### src/rtl/spi_fpga_master_burst.sv
// SPI master with runtime mode/bit-order/divider, one-hot active-low chip selects
// and multi-word bursts that keep CS asserted between words.
module spi_fpga_master_burst #(
  parameter int unsigned PACK_LENGTH  = 8,
  parameter int unsigned NUM_CS       = 4,
  parameter int unsigned CS_INDEX_W   = $clog2(NUM_CS > 1 ? NUM_CS : 2),
  parameter int unsigned DIV_W        = 8,
  parameter bit          DEFAULT_CPOL = 1'b0
) (
  input  logic                   IN_CLOCK,
  input  logic                   IN_RESET,
  input  logic [PACK_LENGTH-1:0] IN_TX_DATA,
  input  logic                   IN_TX_VALID,
  input  logic                   IN_TX_LAST,
  input  logic [1:0]             IN_MODE,
  input  logic                   IN_LSB_FIRST,
  input  logic [DIV_W-1:0]       IN_CLK_DIV,
  input  logic [CS_INDEX_W-1:0]  IN_CS_SELECT,
  output logic                   OUT_TX_READY,
  input  logic                   MISO,
  output logic                   MOSI,
  output logic [NUM_CS-1:0]      CS,
  output logic                   SCLK,
  output logic [PACK_LENGTH-1:0] OUT_RX_DATA,
  output logic                   OUT_RX_VALID,
  output logic                   OUT_BUSY,
  output logic                   OUT_ACTION_DONE
);

  localparam int unsigned EDGE_W = $clog2(2 * PACK_LENGTH + 1);
  localparam logic [EDGE_W-1:0] LAST_EDGE = EDGE_W'(2 * PACK_LENGTH);

  typedef enum logic [2:0] {
    S_IDLE, S_PRE, S_SETUP, S_SHIFT, S_NEXT, S_DONE
  } state_t;

  state_t r_state, w_state_next;

  logic [DIV_W-1:0]       r_cnt, r_div;
  logic [EDGE_W-1:0]      r_edges;
  logic                   r_cpha, r_lsb, r_last;
  logic [CS_INDEX_W-1:0]  r_cs_sel;
  logic [PACK_LENGTH-1:0] r_tx, r_rx, r_rx_data;
  logic                   r_rx_valid, r_done, r_sclk, r_mosi;
  logic [NUM_CS-1:0]      r_cs;

  logic                   w_ready, w_busy, w_accept, w_cnt_zero, w_word_end, w_edge;
  logic [EDGE_W-1:0]      w_edge_num;
  logic                   w_leading, w_setup_entry, w_drive, w_sample, w_tx_bit;
  logic                   w_state_change, w_active_next;
  logic [PACK_LENGTH-1:0] w_tx_cur, w_tx_shifted;
  logic [NUM_CS-1:0]      w_cs_sel_n;

  always_ff @(posedge IN_CLOCK) begin
    if (IN_RESET) r_state <= S_IDLE;
    else          r_state <= w_state_next;
  end

  always_comb begin
    w_state_next = r_state;
    case (r_state)
      S_IDLE:  if (w_accept)   w_state_next = S_PRE;
      S_PRE:   if (w_cnt_zero) w_state_next = S_SETUP;
      S_SETUP: if (w_cnt_zero) w_state_next = S_SHIFT;
      S_SHIFT: if (w_word_end) w_state_next = r_last ? S_DONE : S_NEXT;
      S_NEXT:  if (w_accept)   w_state_next = S_SETUP;
      S_DONE:  if (w_cnt_zero) w_state_next = S_IDLE;
      default: w_state_next = S_IDLE;
    endcase
  end

  always_comb begin
    w_ready = 1'b0;
    w_busy  = 1'b1;
    case (r_state)
      S_IDLE: begin
        w_ready = ~IN_RESET;
        w_busy  = 1'b0;
      end
      S_NEXT:  w_ready = ~IN_RESET;
      default: ;
    endcase
  end

  assign w_accept       = IN_TX_VALID & w_ready;
  assign w_cnt_zero     = (r_cnt == '0);
  assign w_state_change = (w_state_next != r_state);
  assign w_word_end     = (r_state == S_SHIFT) && w_cnt_zero && (r_edges == LAST_EDGE);
  // The first SCLK edge fires as SETUP expires, so edge k lands k*H clocks after CS falls.
  assign w_edge         = w_cnt_zero &&
                          ((r_state == S_SETUP) || ((r_state == S_SHIFT) && (r_edges != LAST_EDGE)));
  assign w_edge_num     = (r_state == S_SETUP) ? EDGE_W'(1) : r_edges + EDGE_W'(1);
  assign w_leading      = w_edge_num[0];
  assign w_setup_entry  = (w_state_next == S_SETUP) && (r_state != S_SETUP);
  assign w_drive        = r_cpha ? (w_edge && w_leading)
                                 : (w_setup_entry || (w_edge && !w_leading && (w_edge_num != LAST_EDGE)));
  assign w_sample       = w_edge && (w_leading != r_cpha);
  // A word accepted in NEXT is driven straight from the input on the same edge it is latched.
  assign w_tx_cur       = (r_state == S_NEXT) ? IN_TX_DATA : r_tx;
  assign w_tx_bit       = r_lsb ? w_tx_cur[0] : w_tx_cur[PACK_LENGTH-1];
  assign w_tx_shifted   = r_lsb ? (w_tx_cur >> 1) : (w_tx_cur << 1);
  assign w_active_next  = (w_state_next == S_SETUP) || (w_state_next == S_SHIFT) ||
                          (w_state_next == S_NEXT);

  always_comb begin
    w_cs_sel_n = '1;
    for (int unsigned i = 0; i < NUM_CS; i++) begin
      if (r_cs_sel == CS_INDEX_W'(i)) w_cs_sel_n[i] = 1'b0;
    end
  end

  always_ff @(posedge IN_CLOCK) begin
    if (IN_RESET) begin
      r_cnt      <= '0;
      r_div      <= '0;
      r_edges    <= '0;
      r_cpha     <= 1'b0;
      r_lsb      <= 1'b0;
      r_last     <= 1'b0;
      r_cs_sel   <= '0;
      r_tx       <= '0;
      r_rx       <= '0;
      r_rx_data  <= '0;
      r_rx_valid <= 1'b0;
      r_done     <= 1'b0;
      r_sclk     <= DEFAULT_CPOL;
      r_mosi     <= 1'b0;
      r_cs       <= '1;
    end else begin
      r_rx_valid <= w_word_end;
      r_done     <= w_word_end && r_last;
      r_cs       <= w_active_next ? w_cs_sel_n : '1;

      if (w_state_change || w_edge) r_cnt <= (r_state == S_IDLE) ? IN_CLK_DIV : r_div;
      else if (!w_cnt_zero)         r_cnt <= r_cnt - DIV_W'(1);

      if (w_edge) begin
        r_sclk  <= ~r_sclk;
        r_edges <= w_edge_num;
      end

      if (w_accept) begin
        r_tx   <= IN_TX_DATA;
        r_last <= IN_TX_LAST;
      end

      if (w_accept && (r_state == S_IDLE)) begin
        r_cpha   <= IN_MODE[0];
        r_lsb    <= IN_LSB_FIRST;
        r_div    <= IN_CLK_DIV;
        r_cs_sel <= IN_CS_SELECT;
        r_sclk   <= IN_MODE[1];
      end

      if (w_drive) begin
        r_mosi <= w_tx_bit;
        r_tx   <= w_tx_shifted;
      end

      if (w_sample) r_rx <= r_lsb ? {MISO, r_rx[PACK_LENGTH-1:1]} : {r_rx[PACK_LENGTH-2:0], MISO};

      if (w_word_end) r_rx_data <= r_rx;
    end
  end

  assign OUT_TX_READY    = w_ready;
  assign OUT_BUSY        = w_busy;
  assign OUT_RX_DATA     = r_rx_data;
  assign OUT_RX_VALID    = r_rx_valid;
  assign OUT_ACTION_DONE = r_done;
  assign MOSI            = r_mosi;
  assign SCLK            = r_sclk;
  assign CS              = r_cs;

endmodule

### config.mk
export PLATFORM = sky130hd
export DESIGN_NAME = spi_fpga_master_burst
export DESIGN_NICKNAME = d
export VERILOG_FILES = /design/src/rtl/spi_fpga_master_burst.sv
export SDC_FILE = /design/constraint.sdc
export NUM_CORES = 1
export LEC_CHECK = 0
export ABC_AREA = 1
export CELL_PAD_IN_SITES_DETAIL_PLACEMENT = 1
export CELL_PAD_IN_SITES_GLOBAL_PLACEMENT = 1
export CORE_MARGIN = 3
export CORE_UTILIZATION = 42
export CTS_BUF_LIST = sky130_fd_sc_hd__clkbuf_16
export DETAILED_ROUTE_END_ITERATION = 12
export PLACE_DENSITY = 0.94
export SETUP_SLACK_MARGIN = 0.05
export SLEW_MARGIN = 10
export SYNTH_ARGS = -nofsm -noshare
export SYNTH_HDL_FRONTEND = slang
export SYNTH_SLANG_ARGS = --single-unit
### constraint.sdc
create_clock -name IN_CLOCK -period 3.08 [get_ports IN_CLOCK]
set_input_delay 0.616 -clock IN_CLOCK [delete_from_list [all_inputs] [get_ports IN_CLOCK]]
set_output_delay 0.616 -clock IN_CLOCK [all_outputs]
set_load 0.02 [all_outputs]
-- Word level (Yosys, flattened, before mapping)
Cells that the tools add are included.
- add/sub/neg operators: 2
- equality and inequality tests: 18
- muxes and demuxes: 27
- bitwise gates (word level): 4
- reduce and logical (&&, ||, !) cells: 24
- operators with widths (operator ; count):
    2-to-1 mux 8 bit ; 8
    2-to-1 mux 3 bit ; 6
    case mux 3 bit (6 select lines) ; 1
    equality test 3 x 2 -> 1 bit, second input constant ; 4
    logical AND 1 bit ; 11
    2-to-1 mux 1 bit ; 11
    inequality test 5 bit, second input constant ; 2
    equality test 3 bit, second input constant ; 3
    zero test 8 bit ; 1
    subtractor 8 x 1 -> 8 bit, second input constant ; 1
    adder 5 x 1 -> 5 bit, second input constant ; 1
    equality test 5 bit, second input constant ; 1
    logical OR 1 bit ; 5
    2-to-1 mux 5 bit ; 1
    equality test 2 bit, second input constant ; 2
    nonzero test 2 bit ; 2
    OR reduction 2 bit ; 2
    equality test 3 x 1 -> 1 bit, second input constant ; 1
    zero test 3 bit ; 1
    inequality test 3 x 2 -> 1 bit, second input constant ; 1
    inequality test 3 bit ; 1
    NOT 1 bit ; 3
    equality test 2 x 1 -> 1 bit, second input constant ; 1
    zero test 2 bit ; 1
    4 further kinds ; 4
- register bits: 61
- output and inout bits: 18
- logic and storage cells: 91

-- Longest topological paths before layout
Gate-level depths: netlist (run 1).
- depth after elaboration: 11
- depth in mapped cells: 17
- mapped depth without buffers: 16

-- Least setup slack after synthesis (run 1)
No wires, ideal clock.
- kind: register to register
- start point: register r_cnt[0]
- end point: register r_cnt[1]
- setup time: 0.128 ns
- data arrival time: 1.766 ns
- setup slack: 1.187 ns
- cell stages (with the launch flop): 17
- cells stage by stage: dfxtp_1 > inv_1 > ha_1 > inv_2 > nor2_4 > nand2_4 > o21ai_2 > nand2_1 > nand2_1 > nand2_1 > nor2_4 > nand2_2 > buf_6 > nand2_1 > nand2_1 > nor2_1 > nor2_1
- word-level cells in the longest chain between the ends: 8
- ends and longest elaborated chain (element ; RTL line ; text):
    start, declared ; 39 ; logic [DIV_W-1:0] r_cnt, r_div;
    start signal, assigned ; 134 ; if (w_state_change || w_edge) r_cnt <= (r_state == S_IDLE) ? IN_CLK_DIV : r_div;
    start signal, assigned ; 135 ; else if (!w_cnt_zero) r_cnt <= r_cnt - DIV_W'(1);
    zero test 8 bit ; 86 ; assign w_cnt_zero = (r_cnt == '0);
    logical AND 1 bit (2 in series) ; 88 ; assign w_word_end = (r_state == S_SHIFT) && w_cnt_zero && (r_edges == LAST_EDGE);
    2-to-1 mux 3 bit ; 65 ; S_SHIFT: if (w_word_end) w_state_next = r_last ? S_DONE : S_NEXT;
    case mux 3 bit (6 select lines) ; 61 ; case (r_state)
    inequality test 3 bit ; 87 ; assign w_state_change = (w_state_next != r_state);
    logical OR 1 bit ; 134 ;
    inequality test 2 x 1 -> 1 bit (no source line) / 2-to-1 mux 8 bit (equally long branches) ; - ;
Several ways; a longest one is shown, not always the timed one. The select of a mux whose other input is x is not followed.
A chain may end at the register's enable or synchronous reset.

-- Worst setup path after layout (run 1)
- start point: register r_cnt[0]
- end point: register r_cnt[5]
The elaborated chain is that of the path after synthesis.

==> results.md, run 1 <==
* Status: completed
* Clock sinks at 61
* Post-synthesis cell type count at 33
* Simple-gate share of the synthesized area at 31.3%
* Detailed-route via count at roughly 3200
* Core Util, Final at approximately 56%
* Via density at roughly 5.4
* Worst path max stage delay at around 0.31 ns
* Ys Warns at 0
* Post-route setup slack at between 0.4 and 0.5 ns
* Final wirelength at 9520 µm
* Die width at 92.3 µm
* Fin crit period at ~2.6 ns
* Placement Cell Area at 0.00362 mm²
* Crit path cell chain: inv_1 > ha_1 > nand3_1 > nor2_2 > nand3_2 > clkinv_2 > nand2_2 > nand3_2 > nand2_2 > nand2_2 > nand2_1 > nand3_1 > nor2_1
* Gr usage total at 23.1%
* Routed WL per cell at between 15 and 20 µm
* Worst Setup Start Kind: register
* Worst slew pin tran at 0.513 ns
* Slew HR at about two thirds
* Total CTS buffers at 9
* CP max stage cell: dfxtp_1
* Final setup fails at 0
* Later-pin clock latency in the skew report at around 0.33 ns
* Total negative slack at 0 ns
* Fin nets at a little over 500
* Crit path max-delay family: simple AND/OR/NAND/NOR gates
* Hold Slack at between 0.4 and 0.5 ns
* Setup Buffers After CTS at 0
* Fin. max-slew vios at 0
* Antenna Nets Post-Route at 0
* Fin crit share at between 80% and 90%
* Hold Vio Cnt, Final at 0
* #FFs+latches synth at about 60
* H-tree level count at 3
* RSZ-0062 raised after global routing: no
* DIE HEIGHT at 92.3 µm
* Post-Synth XOR/XNOR Area at 1.96%
* Worst path buffer plus inverter count at 2
* Worst setup path class: reg -> reg
* Io pins at 44
* Part of the Yosys area used for sequential elements at 39.0%
* Fmax at about 0.39 GHz
* Clock transition at the registers of the reported paths at 0.05 ns
* Clk_skew at slightly above 0.004 ns
* Die footprint at 0.00853 mm²
* Cell area after synthesis at 0.00313 mm²
* Crit-path max FO at 12
* Pin count of the biggest net entering global routing at 48
* Area growth, synth to finish at 26.3%
* Final Wtd Congestion at just over 0.8
* Cells after DPL at approximately 570
* Largest family of logic cells by synthesized area: simple AND/OR/NAND/NOR gates
* Layout cells sized above 1 at ~11%
* Drt first pass iters at 4
* Power per Cell Area at ~770 mW/mm²
* Number of antenna violations at the first check in global routing at 0
* Post-CTS Resized at 0
* Row cnt at 30
* Synth Instances at 440
* Syn_area_per_cell at between 7 and 8 µm²
* Cts hold-fix bufs at 0
* Pre-CTS setup slack at 0.416 ns
* Critical path arrival at between 2 and 3 ns
* Max_cap viols at 0
* CTS root buf: clkbuf_16
* Initial Utilization at around 45%
* Diode count at 0
* Hold WC Path Type: reg -> reg
* Post-synthesis mux area share at ~4.5%
* Dpl hpwl at 6170 µm
* Number of global-route vias before repair at around 3400
* I/O Buffers at 43
* Core outline area at between 0.007 and 0.008 mm²
* Final non-filler cell area at just under 0.004 mm²
* Total power at roughly 3 mW
* Syn_nets at about 470
* Synth Area in Compound Gates at approximately 15%
* DRC at 0
* Synth Area in Adders at under 10%
* Leakage power at between 1.5 and 2 nW
* Most frequent CP cell: nand2_2
* Final std cells w/o fill at ~580
* Grt ovf at 0
* Required @ worst endpoint at roughly 3.3 ns
* Clk buf depth at 2
* Worst vdd ir at between 0.0003 and 0.0004 V
* Worst Setup End Kind: register
* TritonCTS clock tree: built
* First-pass GRT wire length at between 15000 and 20000 µm
* Starting DRT DRC Count at between 100 and 150
==> report_power, final <==
group          switching [mW]  leakage, nW  internal, mW
Sequential             0.0636        0.498         0.887
Clock                   0.352        0.169         0.779
Combinational           0.621        0.990         0.338
Total                    1.04         1.66          2.00
==> state kept, by name, summed over array words and instances, names as in the netlist, 2 cells and up <==
signal,flops
r_state,3
r_tx,8
CS,4
r_div,8
OUT_RX_DATA,8
r_cnt,8
r_rx,8
r_cs_sel,2
r_edges,5
==> cells by family after synthesis <==
family          Yosys count
simple gates            213
buf+inv                  57
xor+xnor                  7
mux                      14
flops                    61
fa+ha+maj                 3
compound gates           85
==> metal layers <==
metal	share of wire (%)	wire length, µm	vias to the layer above	track usage (%)
li1	-	-	1517	-
met1	43	4070	1529	28.1
met2	52	4910	81	40.2
met3	3.2	305	24	3.66
met4	2.5	240	0	9.90
met5	0	0	-	0
==> final timing paths <==
path                     from  slack (ns)        to  cells after the start
hold reg to reg   r_cs_sel[1]        0.44     CS[3]                      1
setup / recovery     r_cnt[0]        0.50  r_cnt[5]                     13
hold / removal    r_cs_sel[1]        0.44     CS[3]                      1
setup reg to reg     r_cnt[0]        0.50  r_cnt[5]                     13
==> cell usage after synthesis <==
cell | count | area share, %
clkinv_2 | 1 | 0.16
buf_4 | 2 | 0.48
a211oi_1 | 9 | 2.2
xor2_1 | 7 | 2.0
mux2i_1 | 14 | 4.5
a21oi_1 | 47 | 7.5
buf_2 | 2 | 0.32
nand3b_1 | 1 | 0.24
inv_1 | 29 | 3.5
buf_6 | 1 | 0.36
clkbuf_1 | 11 | 1.3
or2_2 | 2 | 0.40
nand2_2 | 8 | 1.6
nand4_1 | 4 | 0.80
ha_1 | 3 | 1.2
o21ai_2 | 2 | 0.56
nand3_1 | 26 | 4.2
a31oi_1 | 1 | 0.20
nor2_4 | 7 | 2.5
o21ai_0 | 19 | 3.0
clkinv_1 | 1 | 0.12
or2_0 | 2 | 0.40
dfxtp_1 | 61 | 39
o211ai_1 | 1 | 0.24
and3_4 | 1 | 0.36
nor3_1 | 3 | 0.48
nor2_2 | 2 | 0.40
nor2_1 | 39 | 4.7
nand2_4 | 2 | 0.72
nand2_1 | 113 | 14
nand3_2 | 3 | 0.96
o21ai_1 | 6 | 0.96
inv_2 | 10 | 1.2
==> area by class of cell <==
cell class	instances	area (µm²)
multi-input combinational	322	1680
fill	898	3070
inverter	41	155
tap	96	120
sequential	61	1220
clock inverter	7	106
timing repair buffer	46	448
clock buffer	9	225
==> placed cells by master (no fill, tap or decap), types with 2 or more instances in the layout <==
master / count
a211oi_1: 9
a21oi_1: 47
buf_4: 3
bufinv_16: 3
clkbuf_16: 9
clkdlybuf4s50_1: 42
clkinv_1: 2
clkinv_2: 2
dfxtp_1: 61
ha_1: 3
inv_1: 31
inv_2: 10
mux2i_1: 14
nand2_1: 113
nand2_2: 8
nand2_4: 2
nand3_1: 26
nand3_2: 3
nand4_1: 4
nor2_1: 39
nor2_2: 2
nor2_4: 7
nor3_1: 3
o21ai_0: 19
o21ai_1: 6
o21ai_2: 2
or2_0: 2
or2_2: 2
xor2_1: 7
==> worst reg2reg max path: cells and delay by family (launching register included) <==
family,cells,cell delay (ns)
buffers and inverters,2,0.37
DFF,1,0.31
and+or+nand+nor,10,1.48
adders and majority gates,1,0.28
No activity file was read; power rests on OpenSTA's default activity.
==> inputs of run 2 (changes only) <==
CORE_UTILIZATION = 35   (was 42)
PLACE_DENSITY = 0.85   (was 0.94)
clock period = 2.15 ns   (was 3.08 ns; I/O delays follow)
==> run 2 against run 1 <==
Effect of this change: power up 53%; clock power up 43%; sequential share of layout area down 2.0 points; first-iteration DRC count down 41%; cell area up 7.4%; critical path depth up 1; global-route usage down 3.9 points; highest routed layer unchanged.
==> results.md, run 2 (synthesis gave the netlist of run 1 again) <==
* Layout cells sized above 1 at 18.9% (+7.6 points)
* Worst vdd ir at 0.000441 V (+28%)
* Die width at 101 µm (+8.9%)
* Io pins at 44 (unchanged)
* Max_cap viols at 0 (unchanged)
* Die footprint at 0.0101 mm² (+19%)
* Slew HR at 63.0% (-2.7 points)
* CTS root buf: clkbuf_16
* Number of global-route vias before repair at 3372 (+0.059%)
* Core outline area at 0.00846 mm² (+21%)
* Gr usage total at 19.1% (-3.9 points)
* Total CTS buffers at 9 (unchanged)
* Starting DRT DRC Count at 80 (-41%)
* GR peak layer: met2
* Clk_skew at 0.00835 ns (+0.00424 ns)
* Fmax at 0.498 GHz (+29%)
* Most common cell after layout, fill and taps aside: nand2_1
* Leakage power at 1.81 nW (+9.0%)
* Pin count of the biggest net entering global routing at 48 (unchanged)
* H-tree level count at 3 (unchanged)
* DIE HEIGHT at 101 µm (+8.9%)
* Grt ovf at 0 (unchanged)
* Required @ worst endpoint at 2.34 ns (-0.93 ns)
* Worst setup path class: reg -> reg
* Via density at 5.23 (-3.4%)
* Later-pin clock latency in the skew report at 0.33 ns (about the same)
* Worst Setup End Kind: register
* First-pass GRT wire length at 15400 µm (-3.5%)
* Final std cells w/o fill at 617 (+6.0%)
* Initial Utilization at 37.0% (-7.6 points)
* Crit-path max FO at 4 (-8)
* Antenna Nets Post-Route at 0 (unchanged)
* GR Util met1 at 20.2% (-7.9 points)
* Clock sinks at 61 (unchanged)
* FF-to-FF setup slack at 0.14 ns (-0.36 ns)
* Final wirelength at 10000 µm (+5.0%)
* Clk buf depth at 2 (unchanged)
* Row cnt at 33 (+10%)
* Fin. max-slew vios at 0 (unchanged)
* Detailed-route via count at 3227 (+2.4%)
* Fin crit share at 93.3% (+9.6 points)
* Final setup fails at 0 (unchanged)
* Power per Cell Area at 1100 mW/mm² (+42%)
* Diode count at 0 (unchanged)
* Dpl hpwl at 6740 µm (+9.3%)
* Most frequent cells in the layout: 109 x nand2_1, 56 x dfxtp_1, 47 x a21oi_1
* Met3 Resource Use GR at 4.91% (+1.3 points)
* Routed WL per cell at 16.2 µm (-0.96%)
* Worst slew pin tran at 0.554 ns (+0.0411 ns)
* RSZ-0062 raised after global routing: no
* Cells after DPL at 592 (+4.6%)
* Met2 usage at 36.5% (-3.7 points)
* Hold WC Path Type: reg -> reg
* DRC at 0 (unchanged)
* I/O Buffers at 43 (unchanged)
* Hold Slack at 0.421 ns (-0.0209 ns)
* Core Util, Final at 50.2% (-6.1 points)
* Worst Setup Start Kind: register
* Number of antenna violations at the first check in global routing at 0 (unchanged)
* Final Wtd Congestion at 0.861 (+5.0%)
* Fin crit period at 2.01 ns (-0.574 ns)
* Critical path arrival at 2.20 ns (-0.57 ns)
* Drt first pass iters at 4 (unchanged)
* Clock transition at the registers of the reported paths at 0.05 ns (about the same)
* Hold Vio Cnt, Final at 0 (unchanged)
* Total power at 4.65 mW (+53%)
* Number of fill cells at 1050 (+17%)
* Cts hold-fix bufs at 0 (unchanged)
* Fin nets at 536 (+5.1%)
* Status: completed
* Area growth, synth to finish at 35.7%
* TritonCTS clock tree: built
## run 2: cell type report
type	count	area, µm²	share of cell area (%)
sequential	61	1230	28.9
clock buffer	9	225	5.30
multi-input combinational	323	1750	41.2
clock inverter	7	105	2.47
inverter	41	158	3.71
tap	105	131	3.09
timing repair buffer	71	649	15.3
## run 2: worst paths after layout
kind	from	end	depth (start not counted)
hold reg to reg	r_cs_sel[1]	CS[3]	1
setup reg to reg	r_cnt[1]	r_cnt[1]	14
hold / removal	r_cs_sel[1]	CS[3]	1
setup / recovery	r_cnt[1]	r_cnt[1]	14
## run 2: layer usage
metal,vias to the layer above,routed length (µm)
met2,59,5410
met5,-,0
met1,1581,4050
met4,0,238
met3,21,309
li1,1566,-
## run 2: power by group
part,switching (mW),total (mW),internal [mW]
sequential,0.0932,1.37,1.27
clock,0.509,1.62,1.11
combinational,0.987,1.66,0.674
## run 2: through the flow
step / setup TNS (ns) / instance area (µm²) / setup WS, ns
finish: 0 / 4250 / 0.144
global route: 0 / 4250 / 0.0157
CTS: 0 / 4120 / 0.0571
detailed placement: -0.281 / 3770 / -0.104
global placement: 0 / 3770 / 0.0202
floorplan: 0 / 3130 / 0.257
## run 2: what timing repair did
item	in CTS	in global routing
setup buffers	0	8
endpoints found under the setup margin	19	26
gates cloned	0	1
endpoints found under the hold margin	0	0
pin swaps	0	11
gates resized for setup	5	21
## run 2: worst max-delay path, stage by stage (launching register included)
cell	delay, ns
dfxtp_2	0.32
inv_2	0.08
ha_4	0.17
nand3_1	0.13
nor2_4	0.17
nand3_2	0.15
clkinv_2	0.10
nand2_2	0.06
nand3_2	0.08
nand2_2	0.13
buf_4	0.18
nand3_1	0.09
nand2_1	0.06
nor2_1	0.08
nor2_1	0.04
==> inputs of run 3 (changes only) <==
==> constraint.sdc (replaced) <==
create_clock -name IN_CLOCK -period 2.15 [get_ports IN_CLOCK]
set_input_delay 0.645 -clock IN_CLOCK [delete_from_list [all_inputs] [get_ports IN_CLOCK]]
set_output_delay 0.645 -clock IN_CLOCK [all_outputs]
set_load 0.02 [all_outputs]
==> run 3 against run 2 <==
Effect of this change: worst hold slack worse by 0.014 ns; flip-flop and latch count unchanged; largest power group unchanged; non-clock buffer count unchanged; die area unchanged; sequential share of layout area up 0.20 points; clock-buffer cell count unchanged; routed wire length down 5.3%; via count down 1.8%; global-route usage down 0.14 points; combinational power down 5%.
==> results.md, run 3 (synthesis gave the netlist of run 1 again) <==
* Post-route setup slack at 0.0515 ns (-0.0921 ns)
* Antenna Nets Post-Route at 0 (unchanged)
* Die footprint at 0.0101 mm² (unchanged)
* Final setup fails at 0 (unchanged)
* Worst Setup End Kind: register
* Fmax at 0.477 GHz (-4.4%)
* Max_cap viols at 0 (unchanged)
* Grt ovf at 0 (unchanged)
* H-tree level count at 3 (unchanged)
* Slew HR at 62.9% (-0.14 points)
* TritonCTS clock tree: built
* DIE HEIGHT at 101 µm (unchanged)
* Critical path arrival at 2.29 ns (+0.09 ns)
* Detailed-route via count at 3168 (-1.8%)
* Diode count at 0 (unchanged)
* Worst path max stage delay at 0.32 ns (about the same)
* Worst slew pin tran at 0.556 ns (+0.00209 ns)
* Die width at 101 µm (unchanged)
* Hold Slack at 0.406 ns (-0.0143 ns)
* Pre-CTS setup slack at -0.227 ns (-0.123 ns)
* Pin count of the biggest net entering global routing at 48 (unchanged)
* Worst path buffer plus inverter count at 3 (unchanged)
* Power per Cell Area at 1040 mW/mm² (-5.4%)
* Fin nets at 535 (-0.19%)
* Total negative slack at 0 ns (unchanged)
* Hold WC Path Type: reg -> reg
* Clk buf depth at 2 (unchanged)
* Layout cells sized above 1 at 17.8% (-1.1 points)
* CP max stage cell: dfxtp_1
* Gr usage total at 19.0% (-0.14 points)
* Hold Vio Cnt, Final at 0 (unchanged)
* Starting DRT DRC Count at 130 (+63%)
* Status: completed
* First-pass GRT wire length at 15400 µm (-0.18%)
* RSZ-0062 raised after global routing: yes
* Clock transition at the registers of the reported paths at 0.05 ns (about the same)
* Most frequent cells in the layout: 112 x nand2_1, 58 x dfxtp_1, 47 x a21oi_1
* Via density at 5.14 (-1.7%)
* Leakage power at 1.79 nW (-0.86%)
* Io pins at 44 (unchanged)
* Crit path cell chain: inv_1 > ha_4 > inv_2 > nor2_4 > nand2_4 > nor2_1 > nor2_1 > nand2_1 > nand2_2 > nand3_4 > nand2_4 > clkbuf_16 > o21ai_0 > a21oi_1
* Routed WL per cell at 15.4 µm (-5.1%)
* Total CTS buffers at 9 (unchanged)
* Number of antenna violations at the first check in global routing at 0 (unchanged)
* Worst Setup Start Kind: register
* DRC at 0 (unchanged)
* Required @ worst endpoint at 2.34 ns (about the same)
* Crit-path max FO at 12 (+8)
* Dpl hpwl at 6420 µm (-4.7%)
* Clk_skew at 0.00630 ns (-0.00205 ns)
* Final wirelength at 9470 µm (-5.3%)
* Crit path max-delay family: simple AND/OR/NAND/NOR gates
* Row cnt at 33 (unchanged)
* Drt first pass iters at 7 (+3)
* Number of global-route vias before repair at 3254 (-3.5%)
* Fin crit share at 97.6% (+4.3 points)
* Total power at 4.36 mW (-6.3%)
* I/O Buffers at 43 (unchanged)
* Worst vdd ir at 0.000454 V (+3.0%)
* Core outline area at 0.00846 mm² (unchanged)
* Clock sinks at 61 (unchanged)
* Most common cell after layout, fill and taps aside: nand2_1
* Final Wtd Congestion at 0.884 (+2.7%)
* Later-pin clock latency in the skew report at 0.33 ns (about the same)
* Fin. max-slew vios at 0 (unchanged)
* Initial Utilization at 37.0% (unchanged)
* Fin crit period at 2.10 ns (+0.0921 ns)
* Area growth, synth to finish at 34.5%
* Worst setup path class: reg -> reg
* Cts hold-fix bufs at 0 (unchanged)
* CTS root buf: clkbuf_16
run 3: cell types whose count changed in the layout (fill, tap and decap cells not counted), sizes merged:
cell and change:
bufinv -2, clkinvlp +2, buf -1, clkbuf +1, clkdlybuf4s50 -1, dlygate4sd2 +1
nand2 -1
run 3: final timing paths:
check / from / endpoint / slack [ns] / cells past startpoint
max: r_cnt[1] / r_tx[1] / 0.05 / 14
max reg2reg: r_cnt[1] / r_tx[1] / 0.05 / 14
min reg2reg: r_cs_sel[1] / CS[3] / 0.41 / 1
min: r_cs_sel[1] / CS[3] / 0.41 / 1
run 3: routing by layer:
layer | track usage (%) | vias up | share of wire [%]
li1 | - | 1566 | -
met1 | 22.5 | 1538 | 42
met2 | 33.8 | 48 | 53
met3 | 4.50 | 16 | 3.1
met4 | 5.91 | 0 | 1.8
met5 | 0 | - | 0
run 3: metrics by stage:
step / std cells / utilization, % / instance area [µm²]
floorplan: 440 / - / 3130
detailed placement: 597 / 45.0 / 3810
CTS: 613 / 48.5 / 4110
global placement: 597 / 45.0 / 3810
global route: 616 / 49.7 / 4210
finish: 616 / 49.7 / 4210
run 3: worst reg2reg max path, stage by stage, from the launching register on:
cell and delay, ns:
dfxtp_1 0.32, inv_1 0.13, ha_4 0.17, inv_2 0.05
nor2_4 0.12, nand2_4 0.10, nor2_1 0.12, nor2_1 0.06
nand2_1 0.11, nand2_2 0.09, nand3_4 0.09, nand2_4 0.08
clkbuf_16 0.17, o21ai_0 0.23, a21oi_1 0.10
run 3: timing repair:
item / in CTS / in global routing
pin swaps: 0 / 3
buffers inserted: 0 / 2
gates resized for setup: 4 / 17
endpoints found under the setup margin: 5 / 20
cloned: 0 / 1
run 3: layout make-up:
cell class | count | area (µm²)
clock buffer | 9 | 225
inverter | 41 | 155
fill | 1061 | 4260
tap | 105 | 131
clock inverter | 7 | 67.6
timing repair buffer | 71 | 666
sequential | 61 | 1220
multi-input combinational | 322 | 1740
run 3: where the power goes:
part           switching [mW]  total, mW  leakage (nW)  internal (mW)
Sequential             0.0857       1.36         0.499           1.27
Combinational           0.933       1.58          1.15          0.651
Clock                   0.531       1.42         0.143          0.889
Total                    1.55       4.36          1.79           2.81
